--- src/rtl/req_arbiter_12.sv ---
// ----------------------------------------------------------------------------
// req_arbiter_12
// Shares one resource among 12 requesters. Each cycle in IDLE the request
// vector is arbitrated, either fixed priority (bit 11 highest) or round-robin
// (search starts one below the last winner and walks downward with wrap). The
// winner keeps a registered one-hot grant until it signals done, drops its
// request, or reaches MAX_HOLD consecutive grant cycles. A timeout-forced
// revoke produces a one-cycle timeout pulse in the following IDLE cycle.
//
// Ports:
//   i_clk       system clock, rising edge
//   i_reset     synchronous active-high reset
//   i_req       request vector, bit i = requester i
//   i_done      current owner finished (only looked at while granting)
//   i_mode      0 = fixed priority, 1 = round-robin (sampled at arbitration)
//   o_grant     registered one-hot grant, zero when idle
//   o_grant_id  winner bit index + 1, zero when idle
//   o_valid     a grant is active
//   o_timeout   one-cycle pulse after a hold-limit revoke
// ----------------------------------------------------------------------------
module req_arbiter_12 #(
   parameter int unsigned MAX_HOLD = 16
) (
   input  logic        i_clk,
   input  logic        i_reset,
   input  logic [11:0] i_req,
   input  logic        i_done,
   input  logic        i_mode,
   output logic [11:0] o_grant,
   output logic [3:0]  o_grant_id,
   output logic        o_valid,
   output logic        o_timeout
);

   typedef enum logic {
      ST_IDLE  = 1'b0,
      ST_GRANT = 1'b1
   } state_t;

   // Last grant cycle index; a grant starts with the counter at 0.
   localparam logic       HOLD_EN   = (MAX_HOLD != 32'd0);
   localparam logic [7:0] HOLD_LAST = (MAX_HOLD == 32'd0) ? 8'd0 : 8'(MAX_HOLD - 32'd1);

   state_t      r_state;
   state_t      w_state_nxt;
   logic [11:0] r_grant;
   logic [11:0] w_grant_nxt;
   logic [3:0]  r_grant_id;
   logic [3:0]  w_grant_id_nxt;
   logic        r_valid;
   logic        w_valid_nxt;
   logic        r_timeout;
   logic        w_timeout_nxt;
   logic [7:0]  r_hold;
   logic [7:0]  w_hold_nxt;
   logic [3:0]  r_ptr;
   logic [3:0]  w_ptr_nxt;

   logic        w_any_req;
   logic        w_owner_req;
   logic        w_hold_hit;
   logic [3:0]  w_win_fixed;
   logic [3:0]  w_win_rr;
   logic [3:0]  w_win;

   // Highest set bit wins (same as the 12-to-4 priority encoder).
   function automatic logic [3:0] pick_fixed(input logic [11:0] req);
      logic [3:0] win;
      win = 4'd0;
      for (int i = 0; i < 12; i++) begin
         if (req[i]) begin
            win = 4'(i);
         end
      end
      return win;
   endfunction

   // Walk downward from (ptr-1) mod 12; iterating from the far end lets the
   // nearest candidate overwrite the others.
   function automatic logic [3:0] pick_rr(input logic [11:0] req, input logic [3:0] ptr);
      logic [4:0] pos;
      logic [3:0] win;
      win = 4'd0;
      for (int k = 11; k >= 0; k--) begin
         pos = {1'b0, ptr} + 5'd11 - 5'(k);
         if (pos >= 5'd12) begin
            pos = pos - 5'd12;
         end
         if (req[pos[3:0]]) begin
            win = pos[3:0];
         end
      end
      return win;
   endfunction

   assign w_any_req   = |i_req;
   assign w_owner_req = |(i_req & r_grant);
   assign w_hold_hit  = HOLD_EN && (r_hold == HOLD_LAST);
   assign w_win_fixed = pick_fixed(i_req);
   assign w_win_rr    = pick_rr(i_req, r_ptr);
   assign w_win       = i_mode ? w_win_rr : w_win_fixed;

   // Next-state and next-output decode.
   always_comb begin
      w_state_nxt    = r_state;
      w_grant_nxt    = r_grant;
      w_grant_id_nxt = r_grant_id;
      w_valid_nxt    = r_valid;
      w_timeout_nxt  = 1'b0;
      w_hold_nxt     = r_hold;
      w_ptr_nxt      = r_ptr;
      case (r_state)
         ST_IDLE: begin
            if (w_any_req) begin
               w_state_nxt    = ST_GRANT;
               w_grant_nxt    = 12'd1 << w_win;
               w_grant_id_nxt = w_win + 4'd1;
               w_valid_nxt    = 1'b1;
               w_hold_nxt     = 8'd0;
               w_ptr_nxt      = w_win;
            end else begin
               w_state_nxt    = ST_IDLE;
               w_grant_nxt    = 12'd0;
               w_grant_id_nxt = 4'd0;
               w_valid_nxt    = 1'b0;
            end
         end
         ST_GRANT: begin
            // done and request drop take precedence over the hold limit,
            // so a coincident hold hit does not pulse timeout.
            if (i_done || !w_owner_req) begin
               w_state_nxt    = ST_IDLE;
               w_grant_nxt    = 12'd0;
               w_grant_id_nxt = 4'd0;
               w_valid_nxt    = 1'b0;
               w_hold_nxt     = 8'd0;
            end else if (w_hold_hit) begin
               w_state_nxt    = ST_IDLE;
               w_grant_nxt    = 12'd0;
               w_grant_id_nxt = 4'd0;
               w_valid_nxt    = 1'b0;
               w_hold_nxt     = 8'd0;
               w_timeout_nxt  = 1'b1;
            end else begin
               w_state_nxt = ST_GRANT;
               w_hold_nxt  = (r_hold == 8'hFF) ? r_hold : r_hold + 8'd1;
            end
         end
         default: begin
            w_state_nxt    = ST_IDLE;
            w_grant_nxt    = 12'd0;
            w_grant_id_nxt = 4'd0;
            w_valid_nxt    = 1'b0;
            w_hold_nxt     = 8'd0;
         end
      endcase
   end

   // State and output registers.
   always_ff @(posedge i_clk) begin
      if (i_reset) begin
         r_state    <= ST_IDLE;
         r_grant    <= 12'd0;
         r_grant_id <= 4'd0;
         r_valid    <= 1'b0;
         r_timeout  <= 1'b0;
         r_hold     <= 8'd0;
         r_ptr      <= 4'd0;
      end else begin
         r_state    <= w_state_nxt;
         r_grant    <= w_grant_nxt;
         r_grant_id <= w_grant_id_nxt;
         r_valid    <= w_valid_nxt;
         r_timeout  <= w_timeout_nxt;
         r_hold     <= w_hold_nxt;
         r_ptr      <= w_ptr_nxt;
      end
   end

   assign o_grant    = r_grant;
   assign o_grant_id = r_grant_id;
   assign o_valid    = r_valid;
   assign o_timeout  = r_timeout;

endmodule

--- config.mk ---
export PLATFORM = sky130hd
export DESIGN_NAME = req_arbiter_12
export DESIGN_NICKNAME = d
export VERILOG_FILES = /design/src/rtl/req_arbiter_12.sv
export SDC_FILE = /design/constraint.sdc
export NUM_CORES = 1
export LEC_CHECK = 0
export ABC_AREA = 1
export CAP_MARGIN = 20
export CORE_ASPECT_RATIO = 1.1
export CORE_MARGIN = 2
export CORE_UTILIZATION = 50
export DETAILED_ROUTE_END_ITERATION = 7
export PLACE_DENSITY = 0.69
export SLEW_MARGIN = 40
export SYNTH_ARGS = -nofsm -noshare
export SYNTH_HDL_FRONTEND = slang
export SYNTH_SLANG_ARGS = --single-unit
export TNS_END_PERCENT = 50
--- constraint.sdc ---
create_clock -name i_clk -period 5.6 [get_ports i_clk]
set_clock_uncertainty 0.2 [all_clocks]
set_input_delay 1.12 -clock i_clk [delete_from_list [all_inputs] [get_ports i_clk]]
set_output_delay 1.12 -clock i_clk [all_outputs]
set_load 0.02 [all_outputs]
==> flow_summary_export.csv, run 1 <==
group,metric,value,unit
logic_synthesis,ys_ff_latch,31,
floorplanning,die_area,8978,um2
cells_and_area,seqCellArea,621.8,um2
floorplanning,initial_core_util,51.76,%
logic_synthesis,ys_top_cells_by_area,"nand2_1 24%, dfxtp_1 15%, ha_1 9.4%",
floorplanning,die_h,99.18,um
setup_path,start_kind,"flop",
logic_synthesis,synth_most_common_cell,"nand2_1",
timing,final-hold-violation-count,0,
route,drt-total-wl,11760,um
floorplanning,die_w,90.53,um
cells_and_area,insertedDiodeCount,0,
setup_path,arrival,5090,ps
setup_path,crit_top_cell,"nand2_1",
route,wire_per_inst,13.68,um
setup_path,worstReg2RegEnd,"o_grant_id[2]",
floorplanning,design.core.area,7955,um2
setup_path,crit_path_end,"o_grant_id[2]",
flow_run,max_cap_violations,0,
setup_path,max_stage_delay,350,ps
timing,drv_slew,0,
status,status,"finished, final reports clean",
clock_tree,cts.sinks,31,
setup_path,cp-startpoint,"r_ptr[1]",
setup_path,rr_worst_depth,35,
setup_path,cp_slowest_cell,"dfxtp_2",
global_routing,track_usage,26.92,%
clock_tree,cts_setup_buffers,0,
global_routing,grt_start_max_net_pins,38,
floorplanning,rows,34,
cells_and_area,nFillCells,841,
route,num_vias,4572,
cells_and_area,fin_nets,799,
clock_tree,clk_transition_reported_paths,60,ps
logic_synthesis,ys.flop_type,"dfxtp_1",
cells_and_area,drive_above_1_share,8.511,%
setup_path,cp-end-kind,"flop",
placed_design,place_congestion,1.032,
cells_and_area,multi_input_area,3012,um2
logic_synthesis,yosysSeqAreaShare,15.07,%
placed_design,preCtsSetupSlack,406.6,ps
timing,period_minus_slack,5079,ps
timing,rsz0062_at_grt,"false",
logic_synthesis,synth_edf_count,0,
global_routing,grt_overflow,0,
logic_synthesis,async_flop_share,0,%
clock_tree,clock_latency,280,ps
setup_path,worstPathRequired,5610,ps
clock_tree,clockBufferDepth,2,
logic_synthesis,synth_cell_types,43,
route,viasPerCell,5.316,
global_routing,antenna_found_initial,0,
timing,layout_setup_ws,520.5,ps
setup_path,r2r-start,"r_ptr[1]",
timing,relSlewSlack,52.96,%
route,drt_iter0_drc,260,
logic_synthesis,ys_top_cells_by_count,"258 x nand2_1, 103 x inv_1, 49 x a21oi_1",
logic_synthesis,syn_nets,767,
setup_path,critPathMaxFanout,12,
route,drt-pass1-iter-count,5,
timing,setup_tns,0,ps
timing,setup_viol,0,
clock_tree,cts_buffers,5,
global_routing,grt_pass1_wl,20110,um
setup_path,path_class,"flop to flop",
setup_path,rrSetupSlack,520,ps
clock_tree,cts_tree,"done",
placed_design,portBuffers,33,
route,drc,0,
route,detail-route-antenna-nets,0,
global_routing,grt_pass1_vias,4411,
logic_synthesis,ys_warn_count,0,
floorplanning,ioPinCount,34,
timing,max_freq,0.1969,GHz
logic_synthesis,synth_area,4118,um2
clock_tree,cts-root-buf,"clkbuf_8",
timing,tightest_slew,698.2,ps
worst_hold_path,hold_path.class,"flop to flop",
logic_synthesis,synth_cells,720,
logic_synthesis,synth.avg_cell_area,5.719,um2
cells_and_area,areaGrowthSynthToFinish,13.04,%
timing,finalHoldWorstSlack,268.7,ps
timing,fin_crit_sh,90.70,%
logic_synthesis,yosys.area.top_type,"nand2_1",
logic_synthesis,synth_top_area_share,23.52,%
clock_tree,cts_htree_levels,2,
cells_and_area,post-route-util,58.51,%
placed_design,dp.final_hpwl,9514,um
cell usage in the layout, fill, tap and decap left out, types with 2 or more instances in the layout:
cell type	Yosys	final
inv_2	4	4
nor2_1	38	38
clkinv_1	2	2
xor2_2	3	3
clkdlybuf4s50_1	0	32
dfxtp_1	31	30
a21oi_1	49	49
nand2_1	258	258
nand4_1	10	10
o21ai_2	3	3
o21ai_0	37	36
a31oi_1	2	2
nand2_2	11	11
inv_4	3	3
buf_4	0	4
a221oi_1	4	4
nor2_4	3	3
o211ai_1	2	2
nand3_1	47	47
o21ai_1	10	11
xor2_1	7	7
clkbuf_8	0	5
nor4_1	2	2
nor2_2	2	2
nand3_2	8	8
o21bai_1	3	3
inv_1	103	103
o21a_1	2	2
nand2_4	8	8
ha_1	31	30
nor3_1	8	8
nand3b_1	4	4
a22o_1	2	2
logic make-up after synthesis:
group	count (synthesis)	synth area share (%)
AO/OA/AOI/OAI	120	16.41
XOR/XNOR	11	2.887
adder cells (fa/ha/maj)	31	9.420
buffers and inverters	124	12.03
flip-flops	31	15.07
AND/OR/NAND/NOR	403	44.18
worst max-delay path: cells and delay by family (launching register included):
| kind | cells | cell delay (ps) |
|---|---|---|
| buffers and inverters | 8 | 780 |
| adder cells (fa/ha/maj) | 5 | 1150 |
| flip-flops | 1 | 350 |
| AND/OR/NAND/NOR | 18 | 1810 |
| AO/OA/AOI/OAI | 4 | 710 |
sequential cells by signal, summed over array words and instances (netlist names):
signal	flops
r_state	1
o_grant	12
o_valid	1
o_grant_id	4
r_hold	8
r_ptr	4
o_timeout	1
area by class of cell:
class / count / share of cell area [%]
Inverter: 112 / 9.194
Clock inverter: 1 / 0.6452
Clock buffer: 6 / 1.559
Multi-Input combinational cell: 565 / 64.70
Timing Repair Buffer: 37 / 7.634
Tap cell: 108 / 2.903
Sequential cell: 31 / 13.36
worst min-delay path by stage:
stage | startpoint | cells past startpoint | endpoint
finish | o_grant_id[1] | 2 | o_grant_id[1]
global placement | o_grant_id[1] | 2 | o_grant_id[1]
detailed placement | o_grant_id[1] | 2 | o_grant_id[1]
CTS | o_grant_id[1] | 2 | o_grant_id[1]
global route | o_grant_id[0] | 2 | o_grant_id[0]
floorplan | r_hold[1] | 2 | r_hold[1]
metal layers:
metal	vias up	global-route usage (%)	routed length, um
met5	-	0	0
met4	0	11.48	464
met3	29	1.970	441
met2	134	48.91	5671
met1	2046	32.73	5187
li1	2363	-	-
through the flow:
| stage | instances | area, um2 |
|---|---|---|
| global placement | 853 | 4546 |
| floorplan | 720 | 4118 |
| global route | 860 | 4654 |
| finish | 860 | 4654 |
| detailed placement | 853 | 4546 |
| CTS | 860 | 4648 |
timing repair:
action,CTS,global route
gates resized for setup,0,4
hold buffers,0,0
setup endpoints to repair,0,1
Power of run 1 is left out: the tool's default activity adds up to more than one toggle a clock period on the data nets, which glitch-free logic cannot reach.
==> run 2, diff against run 1 <==
Settings changed: DONT_BUFFER_PORTS from default to 1, PLACE_DENSITY 0.69 to 0.64.
==> run 2 against run 1 <==
Effect of this change: cell count down 3.8%; non-clock buffer count shrank 34; worst setup slack improved by 22 ps; die area is the same; maximum frequency increased by 0.44%; global-route usage shrank 0.91 points; final area down 6.8%; first-iteration DRC count decreased by 0.77%; hold slack better by 14 ps; register-to-register slack gained 20 ps; sequential share of layout area increased by 0.98 points; highest routed layer unchanged.
==> flow_summary_export.csv, run 2 (synthesized netlist as in run 1, its figures left out) <==
group,metric,value,unit
floorplanning,initial_core_util,51.76,%
clock_tree,clockBufferDepth,2,
setup_path,path_class,"flop to flop",
cells_and_area,design_area,4337,um2
cells_and_area,areaGrowthSynthToFinish,5.318,%
route,detail-route-antenna-nets,0,
setup_path,worstPathRequired,5620,ps
clock_tree,cts-root-buf,"clkbuf_8",
clock_tree,cts_resized,0,
floorplanning,design.core.area,7955,um2
clock_tree,cts_htree_levels,2,
clock_tree,cts_tree,"done",
placed_design,place_congestion,0.9333,
cells_and_area,largest_reg_flops,12,
setup_path,arrival,5080,ps
global_routing,antenna_found_initial,0,
clock_tree,clk_transition_reported_paths,70,ps
floorplanning,die_w,90.53,um
worst_hold_path,hold_path.class,"flop to flop",
setup_path,start_kind,"flop",
timing,setup_viol,0,
cells_and_area,instances_no_fill,827,
timing,period_minus_slack,5057,ps
flow_run,max_cap_violations,0,
setup_path,crit_top_cell,"nand2_1",
timing,fin_crit_sh,90.31,%
route,num_vias,4349,
cells_and_area,layout_common_cells,"258 x nand2_1, 103 x inv_1, 49 x a21oi_1, 47 x nand3_1, 38 x nor2_1",
route,drt-pass1-iter-count,5,
cells_and_area,insertedDiodeCount,0,
timing,tightest_slew,634.1,ps
timing,max_freq,0.1977,GHz
floorplanning,die_area,8978,um2
route,drc,0,
clock_tree,cts_setup_buffers,0,
timing,final-hold-violation-count,0,
setup_path,critPathMaxFanout,15,
placed_design,portBuffers,0,
global_routing,grt_pass1_vias,4240,
setup_path,cp-end-kind,"flop",
route,drt-total-wl,11480,um
placed_design,dp.final_hpwl,9254,um
timing,rsz0062_at_grt,"false",
clock_tree,hold_buffers,0,
timing,setup_tns,0,ps
cells_and_area,layout_commonest_cell,"nand2_1",
floorplanning,ioPinCount,34,
global_routing,grt_pass1_wl,19390,um
route,wire_per_inst,13.89,um
global_routing,grt_overflow,0,
global_routing,track_usage,26.01,%
setup_path,max_stage_delay,380,ps
placed_design,place_area,4208,um2
cells_and_area,drive_above_1_share,8.901,%
route,drt_iter0_drc,258,
clock_tree,cts_buffers,5,
route,viasPerCell,5.259,
floorplanning,rows,34,
timing,drv_slew,0,
cells_and_area,fin_nets,765,
clock_tree,clock_latency,290,ps
floorplanning,die_h,99.18,um
cells_and_area,nFillCells,855,
timing,relSlewSlack,57.28,%
setup_path,cp_slowest_cell,"dfxtp_2",
global_routing,grt_start_max_net_pins,38,
placed_design,place_inst,819,
status,status,"finished, final reports clean",
clock_tree,cts.sinks,31,
run 2: worst max-delay path, delay by kind of cell, from the launching register on:
| family | cells | cell delay, ps |
|---|---|---|
| AND/OR/NAND/NOR | 22 | 2010 |
| adder cells (fa/ha/maj) | 5 | 1300 |
| buffers and inverters | 7 | 910 |
| flip-flops | 1 | 380 |
| AO/OA/AOI/OAI | 1 | 140 |
run 2: final cells by class:
type,instances,area [um2],area share [%]
multi-input cells,565,3012,69.45
inverters,112,427.9,9.867
repair buffers,3,22.52,0.5193
clock inverters,2,35.03,0.8078
clock buffers,6,82.58,1.904
well taps,108,135.1,3.116
flip-flops and latches,31,621.8,14.34
run 2: through the flow:
stage | setup WS, ps | utilization [%] | hold WS, ps
6_report | 542.7 | 54.51 | 282.9
5_1_grt | 8.339 | 54.51 | 309.0
4_1_cts | 435.9 | 54.37 | 280.6
3_5_place_dp | 469.3 | 52.89 | 270.2
3_3_place_gp | 652.8 | 52.89 | 265.2
2_1_floorplan | 879.6 | - | 262.7
run 2: path summary, 6_finish.rpt:
path / start / to / slack [ps] / depth (start not counted)
worst max-delay path: r_ptr[1] / o_grant_id[2] / 540 / 35
worst min-delay path: r_hold[1] / r_hold[1] / 280 / 2
worst max register to register: r_ptr[1] / o_grant_id[2] / 540 / 35
worst min register to register: r_hold[1] / r_hold[1] / 280 / 2
run 2: per-layer routing:
metal,routed length (um),GRT usage (%),vias up
li1,-,-,2302
met1,4933,30.58,1915
met2,5655,48.16,113
met3,569,3.333,19
met4,326,9.704,0
met5,0,0,-
Power of run 2 is left out for the same reason.
==> run 3, diff against run 2 <==
Settings changed: CORE_ASPECT_RATIO 1.1 to 1.4, GPL_TIMING_DRIVEN from default to 0, SETUP_SLACK_MARGIN from default to 0.15.
==> run 3 against run 2 <==
Effect of this change: first-iteration DRC count grew 4.7%; worst setup slack lost 27 ps; hold slack gained 5.2 ps; critical path depth grew 1; maximum frequency shrank 0.54%; sequential share of layout area shrank 0.48 points; non-clock buffer count grew 14; global-route usage grew 1.6 points; flip-flop and latch count is the same.
==> flow_summary_export.csv, run 3 (synthesized netlist as in run 1, its figures left out) <==
group,metric,value,unit
route,detail-route-antenna-nets,0,
clock_tree,cts_tree,"done",
cells_and_area,areaGrowthSynthToFinish,9.177,%
setup_path,max_stage_delay,330,ps
setup_path,worstPathRequired,5610,ps
clock_tree,clk_transition_reported_paths,50,ps
timing,fin_crit_sh,90.80,%
cells_and_area,insertedDiodeCount,0,
cells_and_area,post-route-util,55.50,%
floorplanning,die_w,80.70,um
setup_path,rrSetupSlack,520,ps
timing,final-hold-violation-count,0,
floorplanning,die_area,8987,um2
route,drt_iter0_drc,270,
timing,rsz0062_at_grt,"false",
cells_and_area,layout_common_cells,"255 x nand2_1, 101 x inv_1, 49 x a21oi_1, 47 x nand3_1",
floorplanning,design.core.area,8100,um2
route,drc,0,
placed_design,portBuffers,0,
global_routing,track_usage,27.60,%
timing,max_freq,0.1967,GHz
setup_path,worstReg2RegEnd,"o_grant_id[2]",
setup_path,cp_slowest_cell,"dfxtp_2",
cells_and_area,drive_above_1_share,11.34,%
flow_run,max_cap_violations,0,
timing,layout_setup_ws,515.3,ps
placed_design,preCtsSetupSlack,-163.0,ps
setup_path,path_class,"flop to flop",
timing,tightest_slew,743.3,ps
floorplanning,initial_core_util,50.83,%
status,status,"finished, final reports clean",
placed_design,dp.final_hpwl,9628,um
worst_hold_path,min-delay-start,"r_hold[1]",
clock_tree,cts.sinks,31,
timing,period_minus_slack,5085,ps
global_routing,antenna_found_initial,0,
setup_path,start_kind,"flop",
clock_tree,cts-root-buf,"clkbuf_16",
worst_hold_path,hold_depth,2,
timing,relSlewSlack,49.93,%
timing,finalHoldWorstSlack,288.1,ps
placed_design,place_congestion,0.9546,
worst_hold_path,hold_end,"r_hold[1]",
clock_tree,clock_latency,280,ps
timing,drv_slew,0,
cells_and_area,largest_reg_flops,12,
global_routing,grt_start_max_net_pins,13,
global_routing,grt_overflow,0,
route,drt-total-wl,11730,um
timing,setup_viol,0,
route,wire_per_inst,14.06,um
setup_path,critPathMaxFanout,12,
route,drt-pass1-iter-count,6,
clock_tree,clockBufferDepth,2,
worst_hold_path,hold_path.class,"flop to flop",
cells_and_area,fin_nets,779,
cells_and_area,layout_commonest_cell,"nand2_1",
setup_path,cp-end-kind,"flop",
route,viasPerCell,5.363,
clock_tree,cts_htree_levels,2,
setup_path,rr_worst_depth,36,
floorplanning,ioPinCount,34,
global_routing,grt_pass1_wl,19710,um
setup_path,r2r-start,"r_ptr[0]",
floorplanning,die_h,111.4,um
route,num_vias,4473,
floorplanning,rows,39,
setup_path,crit_top_cell,"nand2_1",
clock_tree,cts_buffers,5,
setup_path,arrival,5090,ps
global_routing,grt_pass1_vias,4319,
[run 3: cell count changes in the layout (fill, tap and decap cells not counted), sizes merged]
cell,delta
bufinv,-1
clkinvlp,+1
buf,+10
inv,-1
clkbuf,+4
[run 3: worst max path at each step]
stage,to,from
after floorplan,o_grant_id[2],r_ptr[0]
after global placement,o_grant_id[2],r_ptr[0]
after detailed placement,o_grant_id[2],r_ptr[0]
after CTS,o_grant_id[2],r_ptr[0]
after global routing,o_grant_id[2],r_ptr[0]
final,o_grant_id[2],r_ptr[0]
[run 3: final cells by class]
| type | instances | area (um2) |
|---|---|---|
| fill | 857 | 3605 |
| multi-input combinational | 565 | 3048 |
| sequential | 31 | 623.1 |
| inverter | 112 | 431.7 |
| clock buffer | 6 | 138.9 |
| tap | 102 | 127.6 |
| buffer | 12 | 83.83 |
| timing repair buffer | 5 | 37.54 |
| clock inverter | 1 | 5.005 |
[run 3: timing repair]
item	4_1_cts	5_1_grt
pin swaps	0	1
endpoints found under the setup margin	3	9
setup buffers	0	5
hold buffers	0	0
resized for setup	6	16
hold endpoints to repair	0	0
[run 3: per-stage QoR]
stage	std cells	setup TNS (ps)	instance area, um2
floorplan	720	0	4118
global placement	822	-107.9	4245
detailed placement	822	-163.0	4245
CTS	829	0	4404
global route	834	0	4496
finish	834	0	4496
[run 3: routing by layer]
layer	GRT usage [%]	part of all wire, %
met4	11.86	4.5
met1	30.60	40
met2	51.39	52
met3	3.160	4.1
met5	0	0
[run 3: worst max-delay path, delay by kind of cell (launching register included)]
| family | cells | cell delay [ps] |
|---|---|---|
| buffers and inverters | 9 | 810 |
| AND/OR/NAND/NOR | 18 | 1930 |
| adder cells (fa/ha/maj) | 5 | 1040 |
| flip-flops | 1 | 330 |
| AO/OA/AOI/OAI | 4 | 660 |
Power of run 3 is left out for the same reason.
